### src/rtl/coll_inject_arbiter.sv
// coll_inject_arbiter: round-robin, credit-limited arbiter sharing the router injection port
// among NUM_REQ requesters through a single registered output stage.
module coll_inject_arbiter #(
    parameter int NUM_REQ     = 4,
    parameter int PKT_W       = 72,
    parameter int MAX_CREDITS = 4
) (
    input  logic                     clk,
    input  logic                     rst,
    input  logic [NUM_REQ-1:0]       req_valid,
    input  logic [NUM_REQ*PKT_W-1:0] req_packet,
    output logic [NUM_REQ-1:0]       req_ready,
    output logic                     out_valid,
    output logic [PKT_W-1:0]         out_packet,
    input  logic                     out_ready,
    input  logic                     done_in,
    output logic [2:0]               grant_id,
    output logic [3:0]               credit_cnt
);
    localparam int IW = $clog2(NUM_REQ);
    localparam int SW = IW + 1;
    logic [IW-1:0]    rr_q, rr_d, win, grant_q;
    logic [SW-1:0]    idx;
    logic             found, can_load, grant, out_valid_q;
    logic [3:0]       credit_q, credit_d;
    logic [PKT_W-1:0] out_packet_q;
    assign can_load = (!out_valid_q || out_ready) && credit_q != 4'd0;
    // First valid requester at or after the rr pointer, wrapping past NUM_REQ-1.
    always_comb begin
        win   = '0;
        found = 1'b0;
        idx   = '0;
        for (int k = 0; k < NUM_REQ; k++) begin
            idx = SW'(rr_q) + SW'(k);
            if (idx >= SW'(NUM_REQ)) idx = idx - SW'(NUM_REQ);
            if (!found && req_valid[idx[IW-1:0]]) begin
                found = 1'b1;
                win   = idx[IW-1:0];
            end
        end
    end
    assign req_ready = (!rst && can_load && found) ? NUM_REQ'(1) << win : '0;
    assign grant     = |(req_valid & req_ready);
    assign rr_d      = (win == IW'(NUM_REQ - 1)) ? '0 : win + 1'b1;
    assign credit_d  = (grant && !done_in) ? credit_q - 4'd1 :
                       (!grant && done_in && credit_q != 4'(MAX_CREDITS)) ? credit_q + 4'd1 : credit_q;
    always_ff @(posedge clk) begin
        if (rst) begin
            out_valid_q  <= 1'b0;
            out_packet_q <= '0;
            grant_q      <= '0;
            rr_q         <= '0;
            credit_q     <= 4'(MAX_CREDITS);
        end else begin
            if (grant) begin
                out_packet_q <= req_packet[int'(win)*PKT_W +: PKT_W];
                grant_q      <= win;
                out_valid_q  <= 1'b1;
                rr_q         <= rr_d;
            end else if (out_ready) begin
                out_valid_q  <= 1'b0;
            end
            credit_q <= credit_d;
        end
    end
    assign out_valid  = out_valid_q;
    assign out_packet = out_packet_q;
    assign grant_id   = 3'(grant_q);
    assign credit_cnt = credit_q;
endmodule
### config.mk
export PLATFORM = sky130hd
export DESIGN_NAME = coll_inject_arbiter
export DESIGN_NICKNAME = d
export VERILOG_FILES = /design/src/rtl/coll_inject_arbiter.sv
export SDC_FILE = /design/constraint.sdc
export NUM_CORES = 1
export LEC_CHECK = 0
export ABC_AREA = 0
export CAP_MARGIN = 0
export CORE_AREA = 2 2 150 152
export CTS_CLUSTER_DIAMETER = 50
export DETAILED_ROUTE_END_ITERATION = 8
export DIE_AREA = 0 0 152 154
export PLACE_DENSITY = 0.63
export SLEW_MARGIN = 20
export SYNTH_ARGS = -nofsm -noshare
export SYNTH_HDL_FRONTEND = slang
export SYNTH_SLANG_ARGS = --single-unit
### constraint.sdc
create_clock -name clk -period 6.85 [get_ports clk]
set_input_delay 1.37 -clock clk [delete_from_list [all_inputs] [get_ports clk]]
set_output_delay 1.37 -clock clk [all_outputs]
set_load 0.005 [all_outputs]
-- Word-level counts from Yosys, hierarchy flattened
Cells that the tools add are included.
- register bits: 81
- input bits: 296
- output and inout bits: 84
- add/sub/neg operators: 10
- multiply operators: 1
- $lt $le $gt $ge: 8
- eq/ne operators: 2
- shift operators: 2
- multiplexer cells: 26
- bitwise gates (word level): 1
- reductions and logical operators: 21
- operators with widths (operator ; count):
    indexed part select 288 x 10 -> 72 bit ; 1
    2-to-1 mux 2 bit ; 9
    less-than comparator 2 x 3 -> 1 bit (second input constant) ; 4
    2-to-1 mux 4 bit ; 3
    2-to-1 mux 1 bit ; 10
    greater-or-equal comparator 3 bit (second input constant) ; 3
    logical AND 1 bit ; 9
    binary-select mux 1 bit (select 2 bit) ; 4
    subtractor 2 x 1 -> 2 bit (second input constant) ; 4
    logical NOT 1 bit ; 7
    adder 2 x 2 -> 3 bit (second input constant) ; 2
    multiplier 2 x 4 -> 6 bit (second input constant) ; 1
    adder 4 x 1 -> 4 bit (second input constant) ; 1
    bitwise AND 4 bit ; 1
    != test 4 x 3 -> 1 bit (second input constant) ; 1
    nonzero test 2 bit ; 2
    nonzero test 4 bit ; 1
    OR reduction 4 bit ; 1
    << shifter 1 x 2 -> 4 bit (first input constant) ; 1
    subtractor 4 x 1 -> 4 bit (second input constant) ; 1
    adder 2 x 1 -> 3 bit (second input constant) ; 1
    greater-or-equal comparator 2 x 3 -> 1 bit (second input constant) ; 1
    adder 2 x 1 -> 2 bit (second input constant) ; 1
    == test 2 bit (second input constant) ; 1
    logical OR 1 bit ; 1

-- Depth between registers and ports, before layout
Gate-level depths: netlist (run 1).
- depth after elaboration: 23
- gate-level depth with buffers: 17
- depth with buffers taken out: 14

-- Worst setup path before layout (run 1)
OpenSTA, ideal clock, no wires.
- path type: input-to-reg
- from: input port req_valid[0]
- to: register credit_q[3], in the netlist credit_cnt[3]
- library setup time: 121 ps
- arrival time: 4510 ps
- required time: 6729 ps
- setup slack: 2220 ps
- stages on the path: 17
- path buffers: 3
- cell sequence: nor2b_1 -> or4_1 -> buf_2 -> and2_4 -> inv_2 -> buf_6 -> buf_4 -> ha_1 -> a22o_1 -> a21oi_1 -> a211oi_1 -> ha_1 -> a21o_1 -> a21oi_1 -> nor2_1 -> a22oi_1 -> mux2_2
- word-level cells in the longest chain between the ends: 20
- elaborated cells on any way between the ends: 33
- those cells by class: shift: 1; mux: 18; bitwise: 1; reduce/logical: 13
- ends and longest elaborated chain (item ; RTL line ; RTL):
    start, declared ; 10 ; input logic [NUM_REQ-1:0] req_valid,
    binary-select mux 1 bit (select 2 bit) ; 36 ; if (!found && req_valid[idx[IW-1:0]]) begin
    2-to-1 mux 1 bit (implied by the code) ; 36 ;
    2-to-1 mux 1 bit ; 36 ;
    logical NOT 1 bit ; 36 ;
    logical AND 1 bit ; 36 ;
    2-to-1 mux 1 bit ; 36 ;
    logical NOT 1 bit ; 36 ;
    logical AND 1 bit ; 36 ;
    (+3 left out) ; n/a ;
    2-to-1 mux 2 bit / 2-to-1 mux 1 bit (equally long branches) ; 36 ;
    << shifter 1 x 2 -> 4 bit / logical AND 1 bit (equally long branches) ; 42 ; assign req_ready = (!rst && can_load && found) ? NUM_REQ'(1) << win : '0;
    2-to-1 mux 4 bit ; 42 ;
    bitwise AND 4 bit * ; 43 ; assign grant = |(req_valid & req_ready);
    OR reduction 4 bit * ; 43 ;
    logical NOT 1 bit ; 46 ; (!grant && done_in && credit_q != 4'(MAX_CREDITS)) ? credit_q + 4'd1 : credit_q;
    logical AND 1 bit (2 in series) ; 46 ;
    nonzero test 2 bit (no line) ; n/a ;
    end signal, assigned ; 53 ; credit_q <= 4'(MAX_CREDITS);
    end signal, assigned ; 63 ; credit_q <= credit_d;
    end, declared ; 25 ; logic [3:0] credit_q, credit_d;
Every way passes the cells marked *; elsewhere a longest branch is shown, timed or not. The select of a mux whose other input is x is not followed.
A chain may end at the register's enable or synchronous reset.

-- Worst setup path after layout (run 1)
- from: input port req_valid[1]
- to: output port req_ready[1]
- word-level cells in the longest chain between the ends: 14
- elaborated cells on any way between the ends: 25
- those cells by class: shift: 1; mux: 17; reduce/logical: 7
- ends and longest elaborated chain (item ; RTL line ; RTL):
    binary-select mux 1 bit (select 2 bit) ; 36 ;
    2-to-1 mux 1 bit (implied by the code) ; 36 ;
    2-to-1 mux 1 bit ; 36 ;
    logical NOT 1 bit ; 36 ;
    logical AND 1 bit ; 36 ;
    2-to-1 mux 1 bit ; 36 ;
    logical NOT 1 bit ; 36 ;
    logical AND 1 bit ; 36 ;
    2-to-1 mux 1 bit ; 36 ;
    logical NOT 1 bit ; 36 ;
    logical AND 1 bit ; 36 ;
    2-to-1 mux 2 bit / 2-to-1 mux 1 bit (equally long branches) ; 36 ;
    << shifter 1 x 2 -> 4 bit / logical AND 1 bit (equally long branches) ; 42 ;
    2-to-1 mux 4 bit * ; 42 ;
    end, declared ; 12 ; output logic [NUM_REQ-1:0] req_ready,
Marks and branches as above.

==> results.ini, run 1 <==
[cts]
cts_inserted_buffers=9
path_clk_slew_ns=0.06
cts_setup_buffers=0
insertion_delay_ns=0.34
cts_tree=yes
cts_buffer_depth=2
cts_resized=0
h-tree-depth=3
cts.sinks=81
root_buffer=clkbuf_16
cts_hold_buf=0

[die]
core-area_sq_um=21700
die_h_um=154
start_util_pct=24.8
rows=54
die_area_sq_um=23400
die_w_um=152
ios=380

[global_route]
grt_usage_pct=19.9
grt_pass1_wl_um=37000
grt_max_degree=87
grt_antenna_before_repair=0
grt-ovfl-total=0
grt_pass1_vias=6471

[detailed_routing]
wirelength_um=24600
drtIter0Drc=468
wl_per_cell_um=18.4
drtPass1Iterations=5
num_vias=6814
routed_via_density=5.10
drc_errors=0
final_antenna_net_count=0

[layout]
fin_util_pct=43.8
fillCellCount=2234
n_antenna_cell=0
nNetsFinal=1352
drive_above_1_share_pct=3.41
syn_to_final_growth_pct=77.0
final_cell_count_no_fill=1336

[worst_setup_path]
r2r-start=rr_q[0]
cp-start-kind=primary input
crit_fanout=77
required_ns=5.48
endpoint=req_ready[1]
slowest_delay_ns=0.63
worstReg2RegEnd=credit_cnt[3]
cp_data_arrival_time_ns=3.88
critical_path_buf_inv_count=3
cp_common_cell=clkdlybuf4s50_1
ff2ff_path_depth=14
cp_top_family=buffers and inverters
cp_slowest_cell=buf_4
path_depth=7
cp-end-kind=primary output
worstPathCellList=clkdlybuf4s50_1 > nor2b_1 > a21boi_0 > o22a_4 > buf_4 > nor3b_1 > clkdlybuf4s50_1
criticalPathCategory=in2out
rrSetupSlack_ns=3.18
crit_start=req_valid[1]

[sta]
tns_ns=0
max_freq_mhz=190
slew_violations=0
worst_slew_pin_slew_ns=0.969
timing_hold_violations_final=0
final-setup-viol-count=0
finalCritPeriodShare_pct=76.7
whs_ns=0.452
rsz0062_at_grt=no
finalCriticalPeriod_ns=5.25
skew_ns=0.00810
relSlewSlack_pct=35.4

[flow_run]
maxCapViolCount=0

[placed_design]
port_buffers=378
dpl.hpwl_um=17600
place_congestion=0.825
dp.cells=1321

[power_and_ir_drop]
leakagePower_nw=3.54
p_per_area_nw_per_um2=225
finalPower_mw=2.14
ir_worst_vdd_mv=0.134

[synthesis]
synth.distinct_cells=35
syn-num-nets=1036
synth.ff_latch_count=81
seq_area_frac_synth_pct=30.2
syn-cell-area_sq_um=5370
synth_warnings=0
syn_avg_cell_area_sq_um=7.30
synthCells=736

[worst_hold_path]
hp-class=reg2reg

[outcome]
status=finished clean

[cells in the mapped netlist, drive strengths merged]
library cell / count / area [sq um]
nor2: 16 / 60.1
or3: 1 / 6.26
mux2i: 5 / 50.1
xnor2: 1 / 8.76
nand2: 219 / 822
nor3b: 2 / 15.0
o22a: 1 / 8.76
a311o: 72 / 721
nor3: 2 / 10.0
clkbuf: 58 / 218
nand2b: 5 / 31.3
nand3: 1 / 5.00
a211oi: 73 / 548
nand4b: 1 / 8.76
mux2: 4 / 45.0
fa: 1 / 20.0
dfxtp: 81 / 1620
and3: 72 / 450
o2111ai: 1 / 8.76
a21oi: 75 / 375
conb: 1 / 3.75
ha: 3 / 37.5
and2: 1 / 8.76
nor2b: 3 / 18.8
buf: 25 / 196
a21o: 2 / 15.0
inv: 5 / 18.8
a22oi: 2 / 15.0
a21boi: 1 / 7.51
a22o: 1 / 8.76
or4: 1 / 7.51
[metal layers]
metal	up-vias	GRT usage (%)	share of wire, %	routed length (um)
met5	-	0	0	0
met4	0	7.61	2.7	666
met3	35	5.98	7.9	1950
met2	295	36.0	51	12500
met1	3179	22.0	39	9500
li1	3305	-	-	-
[cell usage in the layout (no fill, tap or decap), types with 2 or more instances in the layout]
| master | Yosys | final |
|---|---|---|
| a22oi_1 | 2 | 2 |
| mux2_2 | 4 | 4 |
| a211oi_1 | 73 | 73 |
| clkdlybuf4s50_1 | 0 | 377 |
| nor2b_1 | 3 | 3 |
| inv_1 | 4 | 4 |
| and3_1 | 72 | 72 |
| nand2b_1 | 5 | 5 |
| nor2_1 | 16 | 16 |
| a21oi_1 | 75 | 75 |
| nand2_1 | 219 | 219 |
| ha_1 | 3 | 3 |
| nor3_1 | 2 | 2 |
| clkbuf_16 | 0 | 9 |
| mux2i_1 | 5 | 5 |
| dfxtp_1 | 81 | 81 |
| a311o_1 | 72 | 72 |
| buf_4 | 9 | 10 |
| clkinv_2 | 0 | 2 |
| nor3b_1 | 2 | 2 |
[tightest hold or removal path, stage by stage, from the launching register on]
cell	delay [ns]
dfxtp_1	0.31
nand2_1	0.05
a21oi_1	0.05
[registers in the layout, summed over array words and instances, names as in the netlist]
register,cells
grant_q,2
out_valid,1
rr_q,2
out_packet,72
credit_cnt,4
[per-stage QoR]
| stage | area, sq um | setup WS, ns |
|---|---|---|
| floorplan | 5370 | 2.22 |
| global route | 9510 | 1.43 |
| finish | 9510 | 1.60 |
| detailed placement | 9210 | 1.63 |
| global placement | 9210 | 1.67 |
| CTS | 9510 | 1.61 |
[cell families after synthesis]
| logic type | Yosys count | share of synthesized area (%) |
|---|---|---|
| buf+inv | 88 | 8.06 |
| fa+ha+maj | 4 | 1.07 |
| xor+xnor | 1 | 0.163 |
| compound gates | 228 | 31.8 |
| flops | 81 | 30.2 |
| mux | 9 | 1.77 |
| other cells | 1 | 0.0698 |
| simple gates | 324 | 26.9 |
[cell type report]
class,instances,area (sq um),area share (%)
well taps,280,350,3.68
repair buffers,388,3870,40.7
multi-input cells,567,3350,35.2
clock buffers,10,239,2.51
inverters,5,21.3,0.224
clock inverters,5,56.3,0.592
flip-flops and latches,81,1620,17.1
[worst min path at each step]
stage	end	slack (ns)	cells past startpoint	startpoint
after floorplan	out_packet[0]	0.45	2	out_packet[0]
after global placement	out_packet[14]	0.44	2	out_packet[14]
after detailed placement	out_packet[30]	0.45	2	out_packet[30]
after CTS	out_packet[30]	0.45	2	out_packet[30]
after global routing	out_packet[50]	0.47	2	out_packet[50]
final	out_packet[33]	0.45	2	out_packet[33]
[report_power, final]
group	internal, mW	switching (mW)	total [mW]
registers	0.556	0.0504	0.607
clock network	0.290	0.203	0.493
logic	0.534	0.506	1.04
Power figures use the tool's default switching activity.
==> run 2, diff against run 1 <==
CORE_AREA = 2 2 149 151   (was 2 2 150 152)
DIE_AREA = 0 0 151 153   (was 0 0 152 154)
PLACE_DENSITY = 0.64   (was 0.63)
clock period = 5.45 ns   (was 6.85 ns; I/O delays follow)
==> results.ini, run 2 (synthesis results as in run 1) <==
[outcome]
status=finished clean

[die]
die_h_um=153  ; -0.65%
core-area_sq_um=21500  ; -0.93%
die_area_sq_um=23100  ; -1.3%
start_util_pct=25.0  ; +0.23 points
rows=54  ; unchanged
ios=380  ; unchanged
die_w_um=151  ; -0.66%

[sta]
skew_ns=0.00738  ; -0.000717 ns
finalCriticalPeriod_ns=4.68
relSlewSlack_pct=33.6  ; -1.8 points
tns_ns=0  ; unchanged
worst_slew_pin_slew_ns=0.996  ; +0.0271 ns
slew_violations=0  ; unchanged
max_freq_mhz=214
final-setup-viol-count=0  ; unchanged
finalCritPeriodShare_pct=85.9
rsz0062_at_grt=no
timing_hold_violations_final=0  ; unchanged
finalWorstSetupSlack_ns=0.771  ; -0.825 ns

[flow_run]
maxCapViolCount=0  ; unchanged

[cts]
insertion_delay_ns=0.34  ; about the same
path_clk_slew_ns=0.06  ; about the same
cts_hold_buf=0  ; unchanged
cts_buffer_depth=2  ; unchanged
h-tree-depth=3  ; unchanged
cts.sinks=81  ; unchanged
cts_tree=yes
cts_resized=0  ; unchanged
root_buffer=clkbuf_16
cts_setup_buffers=0  ; unchanged
cts_inserted_buffers=9  ; unchanged

[worst_setup_path]
crit_fanout=59  ; -23%
cp-end-kind=primary output
required_ns=4.36  ; -1.12 ns
cp-start-kind=primary input
cp_data_arrival_time_ns=3.59  ; -0.29 ns
criticalPathCategory=in2out

[layout]
fin_util_pct=44.2  ; +0.38 points
nNetsFinal=1352  ; unchanged
final_common_cell=clkdlybuf4s50_1
largest_reg_flops=72  ; unchanged
final_cell_count_no_fill=1337  ; +0.075%
syn_to_final_growth_pct=76.9  ; about the same
final_cell_mix=377 x clkdlybuf4s50_1, 219 x nand2_1, 81 x dfxtp_1
drive_above_1_share_pct=3.31  ; -0.098 points
fin_area_sq_um=9500  ; about the same
n_antenna_cell=0  ; unchanged

[detailed_routing]
drc_errors=0  ; unchanged
wl_per_cell_um=18.5  ; +0.58%
final_antenna_net_count=0  ; unchanged
drtIter0Drc=272  ; -42%
wl_met2_um=12300  ; -1.1%
wirelength_um=24800  ; +0.65%
top_layer=met4
met1_length_um=9670  ; +1.8%
drtPass1Iterations=5  ; unchanged
routed-wl-met3_um=2150  ; +10%
num_vias=6807  ; -0.10%
routed_via_density=5.09  ; -0.18%

[global_route]
grt_usage_pct=20.1  ; +0.16 points
grt_antenna_before_repair=0  ; unchanged
grt_pass1_wl_um=36000  ; -2.8%
grt_pass1_vias=6488  ; +0.26%
grt_max_degree=93  ; +6.9%
grt-ovfl-total=0  ; unchanged

[placed_design]
dpl.hpwl_um=17300  ; -2.1%
place_congestion=0.838  ; +1.6%
port_buffers=378  ; unchanged
dp_slack_ns=0.607  ; -1.03 ns
post_dp_cell_area_sq_um=9210  ; unchanged
dp.cells=1321  ; unchanged

[power_and_ir_drop]
p_per_area_nw_per_um2=282  ; +25%
ir_worst_vdd_mv=0.131  ; -2.4%
leakagePower_nw=3.54  ; -0.13%

[worst_hold_path]
hp-class=reg2reg

[run 2: cell types whose count changed in the layout (fill, tap and decap cells not counted), sizes merged]
cell,before,now
clkbuf,10,11
[run 2: final cells by class]
class                   count  area, sq um
flip-flops and latches     81         1620
clock buffers              11          233
repair buffers            388         3870
inverters                   5         21.3
clock inverters             5         56.3
well taps                 280          350
multi-input cells         567         3350
fillers                  2212        12000
[run 2: routing by layer]
| layer | global-route usage [%] | up-vias |
|---|---|---|
| met5 | 0 | - |
| met4 | 6.28 | 0 |
| met3 | 6.27 | 27 |
| met2 | 36.5 | 272 |
| met1 | 22.2 | 3196 |
| li1 | - | 3312 |
[run 2: worst paths after layout]
check / end / slack (ns) / cells after the start / start
worst max-delay path: req_ready[2] / 0.77 / 7 / req_valid[1]
worst min-delay path: out_packet[9] / 0.45 / 2 / out_packet[9]
worst max register to register: credit_cnt[3] / 1.87 / 14 / rr_q[0]
worst min register to register: out_packet[9] / 0.45 / 2 / out_packet[9]
[run 2: critical path: stages]
cell and delay (ns):
clkdlybuf4s50_1 0.50, nor2b_1 0.20, a21boi_0 0.29, o22a_4 0.19, buf_4 0.49, nor3b_1 0.26, clkdlybuf4s50_1 0.55
[run 2: report_power, final]
part           switching [mW]  total [mW]  internal (mW)
clock network           0.261       0.616          0.355
registers              0.0634       0.763          0.699
logic                   0.627        1.30          0.669
[run 2: metrics by stage]
stage,total power [mW],hold slack (ns)
after floorplan,1.49,0.453
after global placement,2.08,0.442
after detailed placement,2.09,0.445
after CTS,2.72,0.454
after global routing,2.86,0.468
final,2.68,0.453
==> run 3, diff against run 2 <==
CTS_CLUSTER_SIZE = 8   (was not set)
DONT_BUFFER_PORTS = 1   (was not set)
PLACE_DENSITY = 0.41   (was 0.64)
==> results.ini, run 3 (synthesis results as in run 1) <==
[layout]
seq_area_sq_um=1620  ; unchanged
largest_reg_flops=72  ; unchanged
final_cell_mix=219 x nand2_1, 81 x dfxtp_1, 75 x a21oi_1
fin_area_sq_um=5720  ; -40%
syn_to_final_growth_pct=6.43
multi_input_area_sq_um=3350  ; unchanged
nNetsFinal=974  ; -28%
fillCellCount=2374  ; +7.3%
n_antenna_cell=0  ; unchanged
final_common_cell=nand2_1
drive_above_1_share_pct=5.15  ; +1.8 points

[worst_setup_path]
criticalPathCategory=in2reg
crit_fanout=4  ; -93%
cp_data_arrival_time_ns=4.20  ; +0.61 ns
cp-end-kind=register
cp-start-kind=primary input
required_ns=5.68  ; +1.32 ns

[detailed_routing]
wl_per_cell_um=21.6  ; +17%
wl_met2_um=10800  ; -13%
wirelength_um=20700  ; -16%
num_vias=5446  ; -20%
met1_length_um=7760  ; -20%
drtIter0Drc=278  ; +2.2%
drc_errors=0  ; unchanged
routed-wl-met3_um=1800  ; -17%
top_layer=met5
final_antenna_net_count=0  ; unchanged
drtPass1Iterations=7  ; +2
routed_via_density=5.68  ; +12%

[cts]
cts_resized=0  ; unchanged
cts_tree=yes
cts_buffer_depth=2  ; unchanged
h-tree-depth=3  ; unchanged
path_clk_slew_ns=0.06  ; about the same
root_buffer=clkbuf_16
cts.sinks=81  ; unchanged
cts_hold_buf=0  ; unchanged
insertion_delay_ns=0.34  ; about the same
cts_setup_buffers=0  ; unchanged
cts_inserted_buffers=9  ; unchanged

[placed_design]
place_congestion=0.874  ; +4.3%
dpl.hpwl_um=14600  ; -16%
post_dp_cell_area_sq_um=5430  ; -41%
port_buffers=0  ; -100%

[sta]
tns_ns=0  ; unchanged
rsz0062_at_grt=no
finalCritPeriodShare_pct=73.0  ; -13 points
slew_violations=0  ; unchanged
max_freq_mhz=251  ; +18%
timing_hold_violations_final=0  ; unchanged
finalCriticalPeriod_ns=3.98  ; -0.703 ns
worst_slew_pin_slew_ns=0.919  ; -0.0776 ns
relSlewSlack_pct=38.7  ; +5.2 points
skew_ns=0.0101  ; +0.00273 ns
final-setup-viol-count=0  ; unchanged

[die]
start_util_pct=25.0  ; unchanged
die_area_sq_um=23100  ; unchanged
rows=54  ; unchanged
core-area_sq_um=21500  ; unchanged
die_h_um=153  ; unchanged
ios=380  ; unchanged
die_w_um=151  ; unchanged

[power_and_ir_drop]
p_switching_uw=880  ; -7.5%
power.share.switching_pct=39.4  ; +3.8 points
leakagePower_nw=2.08  ; -41%
pwr-share-comb_pct=37.7  ; -11 points
ir_worst_vdd_mv=0.113  ; -14%
p_int_mw=1.36  ; -21%
seq_power_share_pct=36.1  ; +7.6 points
p_clk_share_pct=26.2  ; +3.2 points
p_per_area_nw_per_um2=391  ; +39%

[worst_hold_path]
hp-class=reg2reg

[global_route]
grt-ovfl-total=0  ; unchanged
grt_pass1_wl_um=30100  ; -16%
grt_max_degree=87  ; -6.5%
grt_pass1_vias=5325  ; -18%
grt_usage_pct=17.0  ; -3.1 points
grt_antenna_before_repair=2  ; +2

[outcome]
status=finished clean

[flow_run]
maxCapViolCount=0  ; unchanged

[run 3: cell count changes in the layout (fill, tap and decap cells not counted), sizes merged]
cell           previous run  this run
clkdlybuf4s50           377         0
clkinvlp                  1         3
buf                      11        10
bufinv                    1         0
clkinv                    3         1
clkbuf                   11        12
[run 3: worst max-delay path, cell delays in order]
cell      delay [ns]
nor2b_1         0.13
or4_2           0.66
and2_4          0.17
inv_4           0.05
ha_1            0.16
a22o_1          0.14
a21oi_1         0.06
a211oi_1        0.48
ha_1            0.32
a21o_1          0.17
a21oi_1         0.19
nor2_1          0.06
a22oi_1         0.16
mux2_2          0.35
[run 3: per-stage QoR]
step / utilization (%) / power (mW) / hold WS (ns) / worst slack (ns) / std cells
6_report: 26.6 / 2.24 / 0.473 / 1.47 / 959
5_1_grt: 26.6 / 2.41 / 0.491 / 1.22 / 959
4_1_cts: 26.6 / 2.28 / 0.473 / 1.50 / 959
3_5_place_dp: 25.3 / 1.67 / 0.464 / 1.13 / 943
3_3_place_gp: 25.3 / 1.65 / 0.459 / 1.19 / 943
2_1_floorplan: - / 1.49 / 0.453 / 1.10 / 736
[run 3: final cells by class]
cell class	instances	share of cell area, %
multi-input cells	567	58.6
flip-flops and latches	81	28.4
well taps	280	6.13
clock buffers	12	4.49
repair buffers	10	1.53
clock inverters	4	0.482
inverters	5	0.372
[run 3: final timing paths]
kind / startpoint / end / slack (ns) / cells after the start
setup / recovery: req_valid[0] / credit_cnt[3] / 1.47 / 14
hold / removal: out_packet[60] / out_packet[60] / 0.47 / 2
setup reg to reg: rr_q[0] / credit_cnt[3] / 1.86 / 14
hold reg to reg: out_packet[60] / out_packet[60] / 0.47 / 2
[run 3: power by group through the flow]
| stage | combinational [mW] | sequential [mW] | clock (mW) |
|---|---|---|---|
| floorplan | 0.710 | 0.776 | 0 |
| global placement | 0.823 | 0.824 | 0 |
| detailed placement | 0.849 | 0.822 | 0 |
| CTS | 0.851 | 0.811 | 0.616 |
| global route | 0.947 | 0.820 | 0.642 |
| finish | 0.842 | 0.807 | 0.586 |
[run 3: layer usage]
| layer | vias up | global-route usage [%] |
|---|---|---|
| met5 | - | 0 |
| met4 | 4 | 5.65 |
| met3 | 23 | 4.60 |
| met2 | 288 | 31.9 |
| met1 | 2575 | 18.0 |
| li1 | 2556 | - |
